File: config.mk
export PLATFORM = sky130hd
export DESIGN_NAME = load_store_unit_flat
export DESIGN_NICKNAME = d
export VERILOG_FILES = /design/src/rtl/load_store_unit_pkg.sv /design/src/rtl/load_store_unit_if.sv /design/src/rtl/load_store_unit_align.sv /design/src/rtl/load_store_unit.sv /design/src/flat_wrapper.sv
export SDC_FILE = /design/constraint.sdc
export NUM_CORES = 1
export LEC_CHECK = 0
export ABC_CLOCK_PERIOD_IN_PS = 2400
export CAP_MARGIN = 20
export CELL_PAD_IN_SITES_DETAIL_PLACEMENT = 1
export CELL_PAD_IN_SITES_GLOBAL_PLACEMENT = 1
export CORE_ASPECT_RATIO = 0.5
export CORE_MARGIN = 2
export CORE_UTILIZATION = 36
export DETAILED_ROUTE_END_ITERATION = 10
export HOLD_SLACK_MARGIN = 0.1
export PLACE_DENSITY = 0.87
export SYNTH_ARGS = -nofsm -noshare
export SYNTH_HDL_FRONTEND = slang
export SYNTH_HIERARCHICAL = 1
export SYNTH_SLANG_ARGS = --single-unit
File: constraint.sdc
create_clock -name clk -period 2.4 [get_ports clk]
set_input_delay 0.24 -clock clk [delete_from_list [all_inputs] [get_ports clk]]
set_output_delay 0.24 -clock clk [all_outputs]
set_load 0.03 [all_outputs]
File: src/rtl/load_store_unit_pkg.sv
// Shared types and constants for the load/store unit: FSM state encoding,
// RV32I funct3 access-size codes and the request legality check.
package lsu_pkg;

  typedef enum logic [1:0] {
    IDLE = 2'd0,
    RD   = 2'd1,
    WR   = 2'd2,
    RESP = 2'd3
  } lsu_state_t;

  localparam logic [2:0] F3_B  = 3'b000;
  localparam logic [2:0] F3_H  = 3'b001;
  localparam logic [2:0] F3_W  = 3'b010;
  localparam logic [2:0] F3_BU = 3'b100;
  localparam logic [2:0] F3_HU = 3'b101;

  // A request is rejected for an unknown size code, an unsigned store,
  // or an address not aligned to its access size.
  function automatic logic req_is_err(input logic       write,
                                      input logic [2:0] funct3,
                                      input logic [1:0] addr_lo);
    logic err;
    err = 1'b1;
    case (funct3)
      F3_B:    err = 1'b0;
      F3_BU:   err = write;
      F3_H:    err = addr_lo[0];
      F3_HU:   err = write | addr_lo[0];
      F3_W:    err = (addr_lo != 2'b00);
      default: err = 1'b1;
    endcase
    return err;
  endfunction

endpackage

File: src/rtl/load_store_unit_if.sv
// Bus bundles for the load/store unit: the request/response channel from
// the execute stage and the word-wide data-memory port.
interface lsu_req_if #(
  parameter int ADDR_W = 32
);
  logic              req_valid;
  logic              req_ready;
  logic              req_write;
  logic [2:0]        req_funct3;
  logic [ADDR_W-1:0] req_addr;
  logic [31:0]       req_wdata;
  logic              resp_done;
  logic              resp_err;
  logic [31:0]       resp_rdata;

  // Execute stage issues requests.
  modport master (
    output req_valid, req_write, req_funct3, req_addr, req_wdata,
    input  req_ready, resp_done, resp_err, resp_rdata
  );

  // Load/store unit serves them.
  modport slave (
    input  req_valid, req_write, req_funct3, req_addr, req_wdata,
    output req_ready, resp_done, resp_err, resp_rdata
  );
endinterface

interface lsu_mem_if #(
  parameter int ADDR_W = 32
);
  logic [ADDR_W-1:0] mem_access_addr;
  logic [31:0]       mem_in;
  logic              mem_write_en;
  logic              mem_read_en;
  logic [31:0]       mem_out;

  // Load/store unit drives the memory port.
  modport master (
    output mem_access_addr, mem_in, mem_write_en, mem_read_en,
    input  mem_out
  );

  // Data memory responds with combinational read data.
  modport slave (
    input  mem_access_addr, mem_in, mem_write_en, mem_read_en,
    output mem_out
  );
endinterface

File: src/rtl/load_store_unit_align.sv
// Little-endian lane logic: extracts and extends load data from a memory
// word, and builds the merged word written back for sub-word stores.
module lsu_align
  import lsu_pkg::*;
(
  input  logic [2:0]  funct3,
  input  logic [1:0]  addr_lo,
  input  logic [31:0] word,
  input  logic [31:0] wdata,
  output logic [31:0] load_data,
  output logic [31:0] merge_word
);

  logic [7:0]  byte_lane;
  logic [15:0] half_lane;

  assign byte_lane = word[{addr_lo, 3'b000} +: 8];
  assign half_lane = addr_lo[1] ? word[31:16] : word[15:0];

  // Select the addressed lane and sign- or zero-extend it.
  always_comb begin
    load_data = 32'h0;
    case (funct3)
      F3_B:    load_data = {{24{byte_lane[7]}}, byte_lane};
      F3_BU:   load_data = {24'h0, byte_lane};
      F3_H:    load_data = {{16{half_lane[15]}}, half_lane};
      F3_HU:   load_data = {16'h0, half_lane};
      F3_W:    load_data = word;
      default: load_data = 32'h0;
    endcase
  end

  // Each byte lane of the store word either keeps the old memory byte or
  // takes the matching byte of the store data.
  genvar gi;
  generate
    for (gi = 0; gi < 4; gi++) begin : g_lane
      localparam logic [1:0] LANE = 2'(gi);
      localparam logic       HALF = 1'(gi / 2);
      localparam int         HB   = 8 * (gi % 2);

      logic       sel;
      logic [7:0] src;

      // Decide whether this lane is overwritten and by which store byte.
      always_comb begin
        sel = 1'b0;
        src = 8'h00;
        case (funct3)
          F3_B, F3_BU: begin
            sel = (addr_lo == LANE);
            src = wdata[7:0];
          end
          F3_H, F3_HU: begin
            sel = (addr_lo[1] == HALF);
            src = wdata[HB +: 8];
          end
          F3_W: begin
            sel = 1'b1;
            src = wdata[8*gi +: 8];
          end
          default: begin
            sel = 1'b0;
            src = 8'h00;
          end
        endcase
      end

      assign merge_word[8*gi +: 8] = sel ? src : word[8*gi +: 8];
    end
  endgenerate

endmodule

File: src/rtl/load_store_unit.sv
// Load/store unit: accepts one request at a time, performs word-aligned
// memory reads/writes (read-modify-write for sub-word stores) and returns
// extended load data with a one-cycle completion pulse.
module load_store_unit
  import lsu_pkg::*;
#(
  parameter int ADDR_W = 32
) (
  input  logic      clk,
  input  logic      rst_n,
  lsu_req_if.slave  req,
  lsu_mem_if.master mem
);

  lsu_state_t        state_reg;
  lsu_state_t        state_next;

  logic              write_reg;
  logic [2:0]        funct3_reg;
  logic [ADDR_W-1:0] addr_reg;
  logic [31:0]       wdata_reg;
  logic              err_reg;
  logic [31:0]       word_buf_reg;

  logic [31:0]       load_data;
  logic [31:0]       merge_word;
  logic [ADDR_W-1:0] word_addr;

  logic              ready_out;
  logic              done_out;
  logic              err_out;
  logic [31:0]       rdata_out;
  logic [ADDR_W-1:0] maddr_out;
  logic [31:0]       min_out;
  logic              we_out;
  logic              re_out;

  assign word_addr = {addr_reg[ADDR_W-1:2], 2'b00};

  lsu_align u_align (
    .funct3     (funct3_reg),
    .addr_lo    (addr_reg[1:0]),
    .word       (word_buf_reg),
    .wdata      (wdata_reg),
    .load_data  (load_data),
    .merge_word (merge_word)
  );

  // State register.
  always_ff @(posedge clk or negedge rst_n) begin
    if (!rst_n) begin
      state_reg <= IDLE;
    end else begin
      state_reg <= state_next;
    end
  end

  // Capture the request on acceptance and the memory word during a read.
  always_ff @(posedge clk or negedge rst_n) begin
    if (!rst_n) begin
      write_reg    <= 1'b0;
      funct3_reg   <= 3'b000;
      addr_reg     <= '0;
      wdata_reg    <= 32'h0;
      err_reg      <= 1'b0;
      word_buf_reg <= 32'h0;
    end else begin
      if (state_reg == IDLE && req.req_valid) begin
        write_reg  <= req.req_write;
        funct3_reg <= req.req_funct3;
        addr_reg   <= req.req_addr;
        wdata_reg  <= req.req_wdata;
        err_reg    <= req_is_err(req.req_write, req.req_funct3, req.req_addr[1:0]);
      end
      if (state_reg == RD) begin
        word_buf_reg <= mem.mem_out;
      end
    end
  end

  // Next-state decode and Moore outputs from state plus captured request.
  always_comb begin
    state_next = state_reg;
    ready_out  = 1'b0;
    done_out   = 1'b0;
    err_out    = 1'b0;
    rdata_out  = 32'h0;
    maddr_out  = '0;
    min_out    = 32'h0;
    we_out     = 1'b0;
    re_out     = 1'b0;
    case (state_reg)
      IDLE: begin
        ready_out = 1'b1;
        if (req.req_valid) begin
          if (req_is_err(req.req_write, req.req_funct3, req.req_addr[1:0])) begin
            state_next = RESP;
          end else if (req.req_write && req.req_funct3 == F3_W) begin
            state_next = WR;
          end else begin
            state_next = RD;
          end
        end
      end
      RD: begin
        re_out     = 1'b1;
        maddr_out  = word_addr;
        state_next = write_reg ? WR : RESP;
      end
      WR: begin
        we_out     = 1'b1;
        maddr_out  = word_addr;
        min_out    = merge_word;
        state_next = RESP;
      end
      RESP: begin
        done_out   = 1'b1;
        err_out    = err_reg;
        rdata_out  = (err_reg || write_reg) ? 32'h0 : load_data;
        state_next = IDLE;
      end
      default: state_next = IDLE;
    endcase
  end

  assign req.req_ready       = ready_out;
  assign req.resp_done       = done_out;
  assign req.resp_err        = err_out;
  assign req.resp_rdata      = rdata_out;
  assign mem.mem_access_addr = maddr_out;
  assign mem.mem_in          = min_out;
  assign mem.mem_write_en    = we_out;
  assign mem.mem_read_en     = re_out;

endmodule

File: src/flat_wrapper.sv
// flat-port wrapper written by rule: the top's interface ports become plain ports
module load_store_unit_flat import lsu_pkg::*;
#(
  parameter int ADDR_W = 32
)
  (clk, rst_n, req_req_valid, req_req_write, req_req_funct3, req_req_addr, req_req_wdata, req_req_ready, req_resp_done, req_resp_err, req_resp_rdata, mem_mem_access_addr, mem_mem_in, mem_mem_write_en, mem_mem_read_en, mem_mem_out);
  lsu_req_if #(.ADDR_W(ADDR_W)) req_i ();
  lsu_mem_if #(.ADDR_W(ADDR_W)) mem_i ();
  input  logic clk;
  input  logic rst_n;
  input wire logic [$bits(req_i.req_valid)-1:0] req_req_valid;
  input wire logic [$bits(req_i.req_write)-1:0] req_req_write;
  input wire logic [$bits(req_i.req_funct3)-1:0] req_req_funct3;
  input wire logic [$bits(req_i.req_addr)-1:0] req_req_addr;
  input wire logic [$bits(req_i.req_wdata)-1:0] req_req_wdata;
  output wire logic [$bits(req_i.req_ready)-1:0] req_req_ready;
  output wire logic [$bits(req_i.resp_done)-1:0] req_resp_done;
  output wire logic [$bits(req_i.resp_err)-1:0] req_resp_err;
  output wire logic [$bits(req_i.resp_rdata)-1:0] req_resp_rdata;
  output wire logic [$bits(mem_i.mem_access_addr)-1:0] mem_mem_access_addr;
  output wire logic [$bits(mem_i.mem_in)-1:0] mem_mem_in;
  output wire logic [$bits(mem_i.mem_write_en)-1:0] mem_mem_write_en;
  output wire logic [$bits(mem_i.mem_read_en)-1:0] mem_mem_read_en;
  input wire logic [$bits(mem_i.mem_out)-1:0] mem_mem_out;
  assign req_i.req_valid = req_req_valid;
  assign req_i.req_write = req_req_write;
  assign req_i.req_funct3 = req_req_funct3;
  assign req_i.req_addr = req_req_addr;
  assign req_i.req_wdata = req_req_wdata;
  assign req_req_ready = req_i.req_ready;
  assign req_resp_done = req_i.resp_done;
  assign req_resp_err = req_i.resp_err;
  assign req_resp_rdata = req_i.resp_rdata;
  assign mem_mem_access_addr = mem_i.mem_access_addr;
  assign mem_mem_in = mem_i.mem_in;
  assign mem_mem_write_en = mem_i.mem_write_en;
  assign mem_mem_read_en = mem_i.mem_read_en;
  assign mem_i.mem_out = mem_mem_out;
  load_store_unit #(.ADDR_W(ADDR_W)) u_core (.clk(clk), .rst_n(rst_n), .req(req_i), .mem(mem_i));
endmodule
==> impl_metrics.sql <==
INSERT INTO impl_metrics (metric_group, metric, value, unit) VALUES
('placed_design', 'detailedPlacementHpwl', '17000', 'um'),
('status', 'outcome', 'finished with violations', ''),
('detailed_routing', 'wl_per_cell', '30.3', 'um'),
('detailed_routing', 'vias', '6460', ''),
('clock_tree', 'tritoncts', 'yes', ''),
('global_routing', 'grt_max_degree', '42', ''),
('run', 'cap_violations', '0', ''),
('yosys', 'syn_inst', '597', ''),
('timing', 'rsz0062_at_grt', 'true', ''),
('final_layout', 'area_growth', '54.1', '%'),
('floorplan', 'ios', '204', ''),
('placed_design', 'io_buffer_count', '201', ''),
('placed_design', 'gp_congestion', '0.852', ''),
('setup_path', 'setup.worst_path.class', 'reg2out', ''),
('placed_design', 'numPlacedInstances', '1022', ''),
('detailed_routing', 'final_wirelength', '32400', 'um'),
('setup_path', 'critical_path.startpoint_type', 'register', ''),
('timing', 'timing_hold_violations_final', '0', ''),
('global_routing', 'first_global_vias', '6769', ''),
('global_routing', 'grt_pass1_wl', '42100', 'um'),
('floorplan', 'dieWidth', '193', 'um'),
('global_routing', 'global_route.overflow_total', '0', ''),
('setup_path', 'path_delay_family', 'compound AO/OA/AOI/OAI gates', ''),
('yosys', 'synthesis.area', '0.00643', 'mm^2'),
('detailed_routing', 'drc', '0', ''),
('detailed_routing', 'drt_pre_antenna_iters', '5', ''),
('clock_tree', 'worst_setup_hold_path_clk_slew', '0.08', 'ns'),
('timing', 'tightest_slew', '0.908', 'ns'),
('status', 'violated_checks', 'negative setup slack', ''),
('timing', 'final_min_period_over_clock_period', '1.16', ''),
('final_layout', 'post_layout_nonfiller_instances', '1070', ''),
('final_layout', 'final_layout_size_suffix_gt1_frac', '0.440', ''),
('global_routing', 'track_usage', '0.294', ''),
('timing', 'fmaxAchievable', '358', 'MHz'),
('yosys', 'ys_async_sr_fraction', '1.00', ''),
('detailed_routing', 'antenna_violating_nets_post_route', '0', ''),
('global_routing', 'initial_antenna_violation_count', '2', ''),
('yosys', 'synth-edff-count', '0', ''),
('final_layout', 'final.fill_count', '1804', ''),
('power_and_ir_drop', 'p_per_area', '1830', 'mW/mm^2'),
('timing', 'skew', '0.0117', 'ns'),
('floorplan', 'core-area', '0.0174', 'mm^2'),
('clock_tree', 'cts.path.max_buffers', '2', ''),
('final_layout', 'fin_area', '0.00991', 'mm^2'),
('yosys', 'dominantRegCellSynth', 'dfrtp_1', ''),
('final_layout', 'nNetsFinal', '938', ''),
('floorplan', 'floorplan.die_area', '0.0190', 'mm^2'),
('timing', 'slew_headroom', '0.388', ''),
('setup_path', 'r2r_setup_slack', '0.54', 'ns'),
('setup_path', 'crit_path_top_delay_cell', 'o21ai_0', ''),
('final_layout', 'final_core_util', '0.568', ''),
('clock_tree', 'cts_root_buf', 'clkbuf_16', ''),
('setup_path', 'setup_crit_end_kind', 'output pin', ''),
('yosys', 'synthesis.yosys.warnings', '6', ''),
('setup_path', 'critical_path.cell_chain', 'nor3b_4 > buf_6 > buf_12 > o21ai_0 > a31oi_2 > and2_1 > buf_4', ''),
('placed_design', 'place_area', '0.00884', 'mm^2'),
('setup_path', 'crit_path_max_fanout', '9', ''),
('global_routing', 'grtUsageMet1', '0.352', ''),
('floorplan', 'floorplan.initialDensity', '0.369', ''),
('yosys', 'syn_area_per_cell', '10.8', 'um^2'),
('hold_path', 'hold_class', 'in2async', ''),
('timing', 'hold_ws', '0.386', 'ns'),
('timing', 'setup_viol', '42', ''),
('global_routing', 'met3_usage', '0.0709', ''),
('global_routing', 'globalRoute.busiestLayer', 'met2', ''),
('clock_tree', 'insertion_delay', '0.36', 'ns'),
('floorplan', 'row_count', '34', ''),
('setup_path', 'timing.critical_path.required', '2.16', 'ns'),
('floorplan', 'fp.dieH', '98.5', 'um'),
('setup_path', 'cp_slowest_stage_delay', '0.71', 'ns'),
('timing', 'final.setup.worst_slack', '-0.395', 'ns');
[per-layer routing]
layer  share of wire  wire, um
met4           0.072      2340
met3           0.092      2980
met1            0.38     12300
met5               0         0
met2            0.46     14800
[cells in the final DEF, fill, tap and decap left out, types with 16 or more instances in the layout]
cell and n:
and2_4 29, dfrtp_1 99, clkdlybuf4s50_1 105, buf_12 22, and3_1 16, dlygate4sd2_1 30, a211o_1 16, a21oi_1 17
mux2_2 119, buf_4 73, nand2_1 24, and2_1 67, buf_6 34
[cell type report]
| type | instances | area, um^2 | share of cell area |
|---|---|---|---|
| well taps | 234 | 293 | 0.0295 |
| diodes | 1 | 2.50 | 0.000253 |
| flip-flops and latches | 103 | 2580 | 0.261 |
| multi-input cells | 439 | 3890 | 0.392 |
| inverters | 4 | 16.3 | 0.00164 |
| repair buffers | 274 | 2790 | 0.282 |
| clock buffers | 9 | 225 | 0.0227 |
| clock inverters | 6 | 110 | 0.0111 |
[final timing paths]
| kind | from | to | cells past startpoint |
|---|---|---|---|
| max | u_core/funct3_reg[1] | mem_mem_in[11] | 7 |
| min | rst_n | u_core/addr_reg[3] | 2 |
| max reg2reg | u_core/state_reg[0] | u_core/addr_reg[0] | 5 |
| min reg2reg | u_core/addr_reg[29] | u_core/addr_reg[29] | 1 |
| max in group asynchronous | rst_n | u_core/wdata_reg[6] | 3 |
| min in group clk | mem_mem_out[21] | u_core/word_buf_reg[21] | 2 |
[cells in the mapped netlist (8+ instances only)]
cell	instances	area [um^2]
nand2b_1	10	62.6
nand3b_1	8	60.1
a21o_1	12	90.1
mux2_2	122	1370
a22o_1	9	78.8
buf_2	19	95.1
dfrtp_1	103	2580
o21ai_0	12	60.1
a211o_1	16	140
and3_1	16	100
clkbuf_1	22	82.6
nand3_1	8	40.0
o22ai_1	9	56.3
a31oi_1	16	100
and2_1	96	601
a211oi_1	16	120
a21oi_1	17	85.1
nand2_1	24	90.1
mux2i_1	9	90.1
[kinds of logic after synthesis]
| logic type | synth area share |
|---|---|
| buffers and inverters | 0.0520 |
| AOI/OAI and AO/OA | 0.122 |
| muxes | 0.249 |
| DFF | 0.401 |
| adders and majority gates | 0.00779 |
| and+or+nand+nor | 0.167 |
| other | 0.000583 |
[power by group]
group          internal, mW  switching [mW]  total (mW)
sequential             2.64            1.19        3.83
clock                  1.01           0.722        1.74
combinational          5.61            6.92        12.5
[per-stage QoR]
stage	total power, mW	TNS (ns)	setup slack (ns)
floorplan	9.67	0	0.425
global placement	13.1	0	0.0560
detailed placement	13.5	-0.591	-0.0830
CTS	15.8	-0.0933	-0.0455
global route	18.6	-5.64	-0.407
finish	18.1	-2.43	-0.395
[repair_timing]
action	in CTS	in global routing
resized for setup	138	115
endpoints found under the hold margin	31	0
gates cloned	1	4
setup endpoints to repair	87	64
hold buffers	1	0
pin swaps	11	20
setup buffers	12	14
No activity file was read; power rests on OpenSTA's default activity.
